File: src/rtl/mem_bus_ctrl_pkg.sv
// Shared definitions for the MEM-stage data-bus controller: FSM state
// encodings and the unshifted access-size masks.
package mem_bus_ctrl_pkg;

    typedef enum logic [1:0] {
        MB_IDLE = 2'd0,
        MB_REQ  = 2'd1,
        MB_WAIT = 2'd2,
        MB_DONE = 2'd3
    } mb_state_e;

    localparam logic [3:0] SEL_BYTE = 4'b0001;
    localparam logic [3:0] SEL_HALF = 4'b0011;
    localparam logic [3:0] SEL_WORD = 4'b1111;

    localparam int MEM_SEL_W = 4;

endpackage

File: src/rtl/mem_bus_ctrl_lane_align.sv
// Combinational byte-lane alignment: shifts the size mask and store data into
// their lanes and flags misaligned accesses when MEM_ALIGN_CHECK_EN is defined.
module mem_lane_align
    import mem_bus_ctrl_pkg::*;
#(
    parameter int DATA_W = 32
) (
    input  logic [MEM_SEL_W-1:0] sel_i,
    input  logic [1:0]           sh_i,
    input  logic [DATA_W-1:0]    wdata_i,
    output logic [MEM_SEL_W-1:0] sel_o,
    output logic [DATA_W-1:0]    wdata_o,
    output logic                 misaligned_o
);

    // Lanes pushed past lane 3 simply fall off the top.
    assign sel_o   = sel_i << sh_i;
    assign wdata_o = wdata_i << {sh_i, 3'b000};

`ifdef MEM_ALIGN_CHECK_EN
    assign misaligned_o = ((sel_i == SEL_WORD) && (sh_i != 2'b00)) ||
                          ((sel_i == SEL_HALF) && sh_i[0]);
`else
    assign misaligned_o = 1'b0;
`endif

endmodule

File: src/rtl/mem_bus_ctrl.sv
// MEM-stage controller turning one load/store into a req/addr_ok/data_ok bus
// transaction. Optional alignment checking is enabled by MEM_ALIGN_CHECK_EN.
module mem_bus_ctrl
    import mem_bus_ctrl_pkg::*;
#(
    parameter int ADDR_W = 32,
    parameter int DATA_W = 32
) (
    input  logic              clk,
    input  logic              rst,
    input  logic              flush,
    input  logic              stall_i,
    input  logic              mem_read_flag_i,
    input  logic              mem_write_flag_i,
    input  logic [3:0]        mem_sel_i,
    input  logic [ADDR_W-1:0] addr_i,
    input  logic [DATA_W-1:0] write_data_i,
    output logic              ram_req_o,
    output logic              ram_wr_o,
    output logic [3:0]        ram_wstrb_o,
    output logic [ADDR_W-1:0] ram_addr_o,
    output logic [DATA_W-1:0] ram_wdata_o,
    input  logic              ram_addr_ok_i,
    input  logic              ram_data_ok_i,
    input  logic [DATA_W-1:0] ram_rdata_i,
    output logic [DATA_W-1:0] ram_read_data_o,
    output logic [3:0]        mem_sel_o,
    output logic              stall_request_o,
    output logic              adel_o,
    output logic              ades_o
);

    mb_state_e         state_q, state_d;
    logic              cancel_q, cancel_d;
    logic              wr_q, wr_d;
    logic              load_q, load_d;
    logic [3:0]        wstrb_q, wstrb_d;
    logic [ADDR_W-1:0] addr_q, addr_d;
    logic [DATA_W-1:0] wdata_q, wdata_d;
    logic [DATA_W-1:0] rdata_q, rdata_d;

    logic [3:0]        sel_shifted;
    logic [DATA_W-1:0] wdata_shifted;
    logic              misaligned;
    logic              access;
    logic              resp;
    logic              kill;
    logic              capture;

    mem_lane_align #(
        .DATA_W (DATA_W)
    ) u_lane_align (
        .sel_i        (mem_sel_i),
        .sh_i         (addr_i[1:0]),
        .wdata_i      (write_data_i),
        .sel_o        (sel_shifted),
        .wdata_o      (wdata_shifted),
        .misaligned_o (misaligned)
    );

    assign adel_o    = mem_read_flag_i & misaligned;
    assign ades_o    = mem_write_flag_i & misaligned;
    assign mem_sel_o = sel_shifted;
    assign access    = (mem_read_flag_i | mem_write_flag_i) & ~flush & ~(adel_o | ades_o);

    // A response this cycle: in WAIT, or in REQ when accepted and answered together.
    assign resp = ram_data_ok_i & ((state_q == MB_WAIT) ||
                                   ((state_q == MB_REQ) && ram_addr_ok_i));
    assign kill = cancel_q | flush;

    always_ff @(posedge clk or negedge rst) begin
        if (!rst) begin
            state_q  <= MB_IDLE;
            cancel_q <= 1'b0;
            wr_q     <= 1'b0;
            load_q   <= 1'b0;
            wstrb_q  <= '0;
            addr_q   <= '0;
            wdata_q  <= '0;
            rdata_q  <= '0;
        end else begin
            state_q  <= state_d;
            cancel_q <= cancel_d;
            wr_q     <= wr_d;
            load_q   <= load_d;
            wstrb_q  <= wstrb_d;
            addr_q   <= addr_d;
            wdata_q  <= wdata_d;
            rdata_q  <= rdata_d;
        end
    end

    always_comb begin
        state_d  = state_q;
        cancel_d = cancel_q;
        rdata_d  = rdata_q;
        capture  = 1'b0;

        case (state_q)
            MB_IDLE: begin
                if (access) begin
                    state_d = MB_REQ;
                    capture = 1'b1;
                end
            end
            MB_REQ: begin
                if (flush) cancel_d = 1'b1;
                if (ram_addr_ok_i) state_d = MB_WAIT;
            end
            MB_WAIT: begin
                if (flush) cancel_d = 1'b1;
            end
            MB_DONE: begin
                if (flush || !stall_i) state_d = MB_IDLE;
            end
            default: state_d = MB_IDLE;
        endcase

        // A cancelled response is dropped; a pending access issues straight away.
        if (resp) begin
            if (kill) begin
                cancel_d = 1'b0;
                if (access) begin
                    state_d = MB_REQ;
                    capture = 1'b1;
                end else begin
                    state_d = MB_IDLE;
                end
            end else begin
                if (load_q) rdata_d = ram_rdata_i;
                state_d = stall_i ? MB_DONE : MB_IDLE;
            end
        end
    end

    always_comb begin
        wr_d    = wr_q;
        load_d  = load_q;
        wstrb_d = wstrb_q;
        addr_d  = addr_q;
        wdata_d = wdata_q;
        if (capture) begin
            wr_d    = mem_write_flag_i;
            load_d  = mem_read_flag_i & ~mem_write_flag_i;
            wstrb_d = sel_shifted;
            addr_d  = {addr_i[ADDR_W-1:2], 2'b00};
            wdata_d = wdata_shifted;
        end
    end

    // Read data bypasses the register on data_ok so MEMWB sees it that cycle.
    always_comb begin
        ram_req_o       = (state_q == MB_REQ);
        ram_wr_o        = wr_q;
        ram_wstrb_o     = wstrb_q;
        ram_addr_o      = addr_q;
        ram_wdata_o     = wdata_q;
        ram_read_data_o = (resp && !kill && load_q) ? ram_rdata_i : rdata_q;
        stall_request_o = 1'b0;
        case (state_q)
            MB_IDLE:         stall_request_o = access;
            MB_REQ, MB_WAIT: stall_request_o = cancel_q ? access : ~resp;
            default:         stall_request_o = 1'b0;
        endcase
    end

endmodule

File: config.mk
export PLATFORM = sky130hd
export DESIGN_NAME = mem_bus_ctrl
export DESIGN_NICKNAME = d
export VERILOG_FILES = /design/src/rtl/mem_bus_ctrl_pkg.sv /design/src/rtl/mem_bus_ctrl_lane_align.sv /design/src/rtl/mem_bus_ctrl.sv
export SDC_FILE = /design/constraint.sdc
export NUM_CORES = 1
export LEC_CHECK = 0
export BUFFER_PORTS_ARGS = -buffer_cell sky130_fd_sc_hd__buf_4
export CORE_MARGIN = 2
export CORE_UTILIZATION = 35
export DETAILED_ROUTE_END_ITERATION = 8
export PLACE_DENSITY_LB_ADDON = 0.25
export SYNTH_ARGS = -nofsm -noshare
export SYNTH_HDL_FRONTEND = slang
export SYNTH_SLANG_ARGS = --single-unit
File: constraint.sdc
create_clock -name clk -period 2.72 [get_ports clk]
set_input_delay 0.272 -clock clk [delete_from_list [all_inputs] [get_ports clk]]
set_output_delay 0.272 -clock clk [all_outputs]
set_load 0.02 [all_outputs]
==> reports/metrics.cfg <==
[finish]
stdcell_area_um2 = 7363
regArea_um2 = 2579
fin_cells = 793
syn2layout_area_growth_pct = 42.01
multi_input_comb_area_um2 = 2391
diodes = 0
drive_gt1_share_pct = 61.41
fin_nets = 719
fillers = 1296

[worst_setup_path]
crit_arrival_ns = 2.36
start_kind = register
cp.required_ns = 2.45
critPathKind = reg -> out
reg2reg_from = state_q[0]$_DFFE_PN0P_
critical_path.endpoint_type = primary output
critPathMaxFanout = 9
setup.worst_path.start = state_q[0]$_DFFE_PN0P_

[cts]
cts_tree = done
cts_max_level = 3
cts_sinks = 103
cts_root_buf = clkbuf_16
clockBufferDepth = 2
clk_latency_ns = 0.35
cts.clk_slew.worst_paths_ns = 0.06
cts_made_buffers = 9

[timing]
fin_crit_sh_pct = 96.85
hold_viol = 0
slew_viol_final = 0
worst_slack_ns = 0.08563
maxSlewHeadroom_pct = 52.42
worst_slew_pin_slew_ns = 0.7111
fin_worst_skew_ns = 0.004526
finalSetupTns_ns = 0
finalCriticalPeriod_ns = 2.634
fmax_ghz = 0.3796
finalSetupViolCount = 0

[synthesis]
synth_edf_count = 0
syn_area_um2 = 5185
synth_top_area_cell = dfrtp_1
async_flop_share_pct = 100.0
synth_seq_cells = 103
syn_inst = 389
yosys-top-cells-count = 103 x dfrtp_1, 92 x mux2_2, 30 x mux2_4, 27 x mux2i_1, 20 x nand2_1
synthMostInstantiatedCell = dfrtp_1
synth.distinct_cells = 34
synth_flop_cell = dfrtp_1
ys_seq_area_share_pct = 49.71
synth_top_area_share_pct = 49.71
syn_area_per_cell_um2 = 13.33
ys_warn_count = 0
synth.area.top_cells = dfrtp_1 50%, mux2_2 20%, mux2_4 8.7%

[drt]
drt_wl_total_um = 12980
drtIter0Drc = 109
avgViaCountPerCell = 4.828
vias = 3829
routedWlPerCell_um = 16.37
firstDrtPassIters = 4
antenna_left = 0
drc_errors = 0

[place]
post-place-ws_ns = 0.2387
gp_congestion = 0.7886
place_area_um2 = 6897
dp_cells = 769
dp_hpwl_um = 9306
port_buffers = 212

[global_routing]
grt_pass1_wl_um = 20530
grt_pass1_vias = 4084
grt_antenna_before_repair = 0
grt-ovfl-total = 0
grt_max_degree = 52
grtUsageTotal_pct = 16.25

[flow_run]
drv_cap = 0

[floorplanning]
ios = 217
initial_core_util_pct = 35.81
fp.dieArea_um2 = 15800
dieHeight_um = 125.7
rows = 44
die_w_um = 125.7
core_um2 = 14480

[pwr]
vdd_ir_drop_max_v = 0.0006020
leakagePower_nw = 3.539
p_per_area_nw_per_um2 = 1094

[status]
status = complete, no violations

[worst_hold_path]
worstHoldStart = mem_write_flag_i
holdCritPathClass = in -> reg

[layout make-up]
cell class / instances / area share (%)
Clock inverter: 3 / 0.9176
Multi-Input combinational cell: 249 / 32.47
Timing Repair Buffer: 229 / 24.45
Tap cell: 184 / 3.127
Inverter: 13 / 0.6627
Clock buffer: 12 / 3.347
Sequential cell: 103 / 35.02
[worst max-delay path: stages, from the launching register on]
cell       delay [ns]
dfrtp_2          0.45
inv_1            0.11
ha_2             0.21
o21ai_4          0.12
nor4_4           0.27
buf_6            0.19
clkbuf_16        0.18
mux2_2           0.33
buf_4            0.16
[flip-flops by register name, indices dropped and copies added, names as in the netlist]
| signal | count |
|---|---|
| ram_wdata_o | 32 |
| rdata_q | 32 |
| ram_addr_o | 30 |
| ram_wstrb_o | 4 |
| state_q | 2 |
| cancel_q | 1 |
| load_q | 1 |
| ram_wr_o | 1 |
[routing by layer]
metal / routed length [um] / vias to the layer above / track usage (%)
met3: 857 / 18 / 5.268
met4: 277 / 0 / 6.013
met5: 0 / - / 0
li1: - / 1795 / -
met2: 6776 / 117 / 28.55
met1: 5071 / 1899 / 18.43
[stage by stage]
| step | hold slack [ns] | power (mW) | utilization, % |
|---|---|---|---|
| final | 0.1416 | 8.058 | 50.86 |
| after global routing | 0.1425 | 8.509 | 50.86 |
| after CTS | 0.1188 | 8.145 | 50.56 |
| after detailed placement | 0.3489 | 6.682 | 47.63 |
| after global placement | 0.3457 | 6.587 | 47.63 |
| after floorplan | -0.02359 | 5.069 | - |
[layout by cell type, fill, tap and decap left out, types with 2 or more instances in the layout]
| cell | n |
|---|---|
| clkbuf_16 | 10 |
| clkbuf_1 | 2 |
| a211oi_1 | 9 |
| mux2_2 | 92 |
| mux2i_1 | 27 |
| nand3_1 | 2 |
| bufinv_16 | 2 |
| ha_1 | 4 |
| a21oi_1 | 10 |
| buf_4 | 223 |
| o21ai_4 | 2 |
| nand3b_1 | 2 |
| conb_1 | 4 |
| nor2b_1 | 10 |
| nand2_1 | 20 |
| inv_1 | 12 |
| nor2_1 | 14 |
| mux2_4 | 30 |
| o21ai_0 | 9 |
| a2111oi_0 | 2 |
| dfrtp_1 | 102 |
[repair_timing]
item / CTS / global route
setup buffers: 3 / 2
gates resized for setup: 5 / 2
pin swaps: 1 / 0
gates cloned: 2 / 1
hold endpoints to repair: 48 / 0
hold buffers: 1 / 0
endpoints found under the setup margin: 32 / 32
[worst paths after layout]
kind	slack, ns	end	cells past startpoint
worst max-delay path	0.09	ram_read_data_o[12]	8
worst min register to register	0.49	rdata_q[5]$_DFFE_PN0P_	1
max in group asynchronous	1.50	ram_addr_o[3]$_DFFE_PN0P_	3
worst min-delay path	0.14	load_q$_DFFE_PN0P_	2
worst max register to register	0.39	rdata_q[24]$_DFFE_PN0P_	8
min in group asynchronous	0.50	ram_addr_o[31]$_DFFE_PN0P_	2
[logic make-up after synthesis]
kind of cell             share of synthesized area [%]
buffers and inverters                            4.826
other                                          0.07232
AND/OR/NAND/NOR                                  5.043
AO/OA/AOI/OAI                                    4.802
adder cells (fa/ha/maj)                          1.448
multiplexers                                     34.10
flip-flops                                       49.71
[power by group]
part           switching, mW  internal, mW  leakage [nW]
clock                  0.545         0.827         0.149
sequential             0.407          2.25          1.27
combinational           1.94          2.08          2.12
total                   2.89          5.17          3.54
No activity file was read; power rests on OpenSTA's default activity.
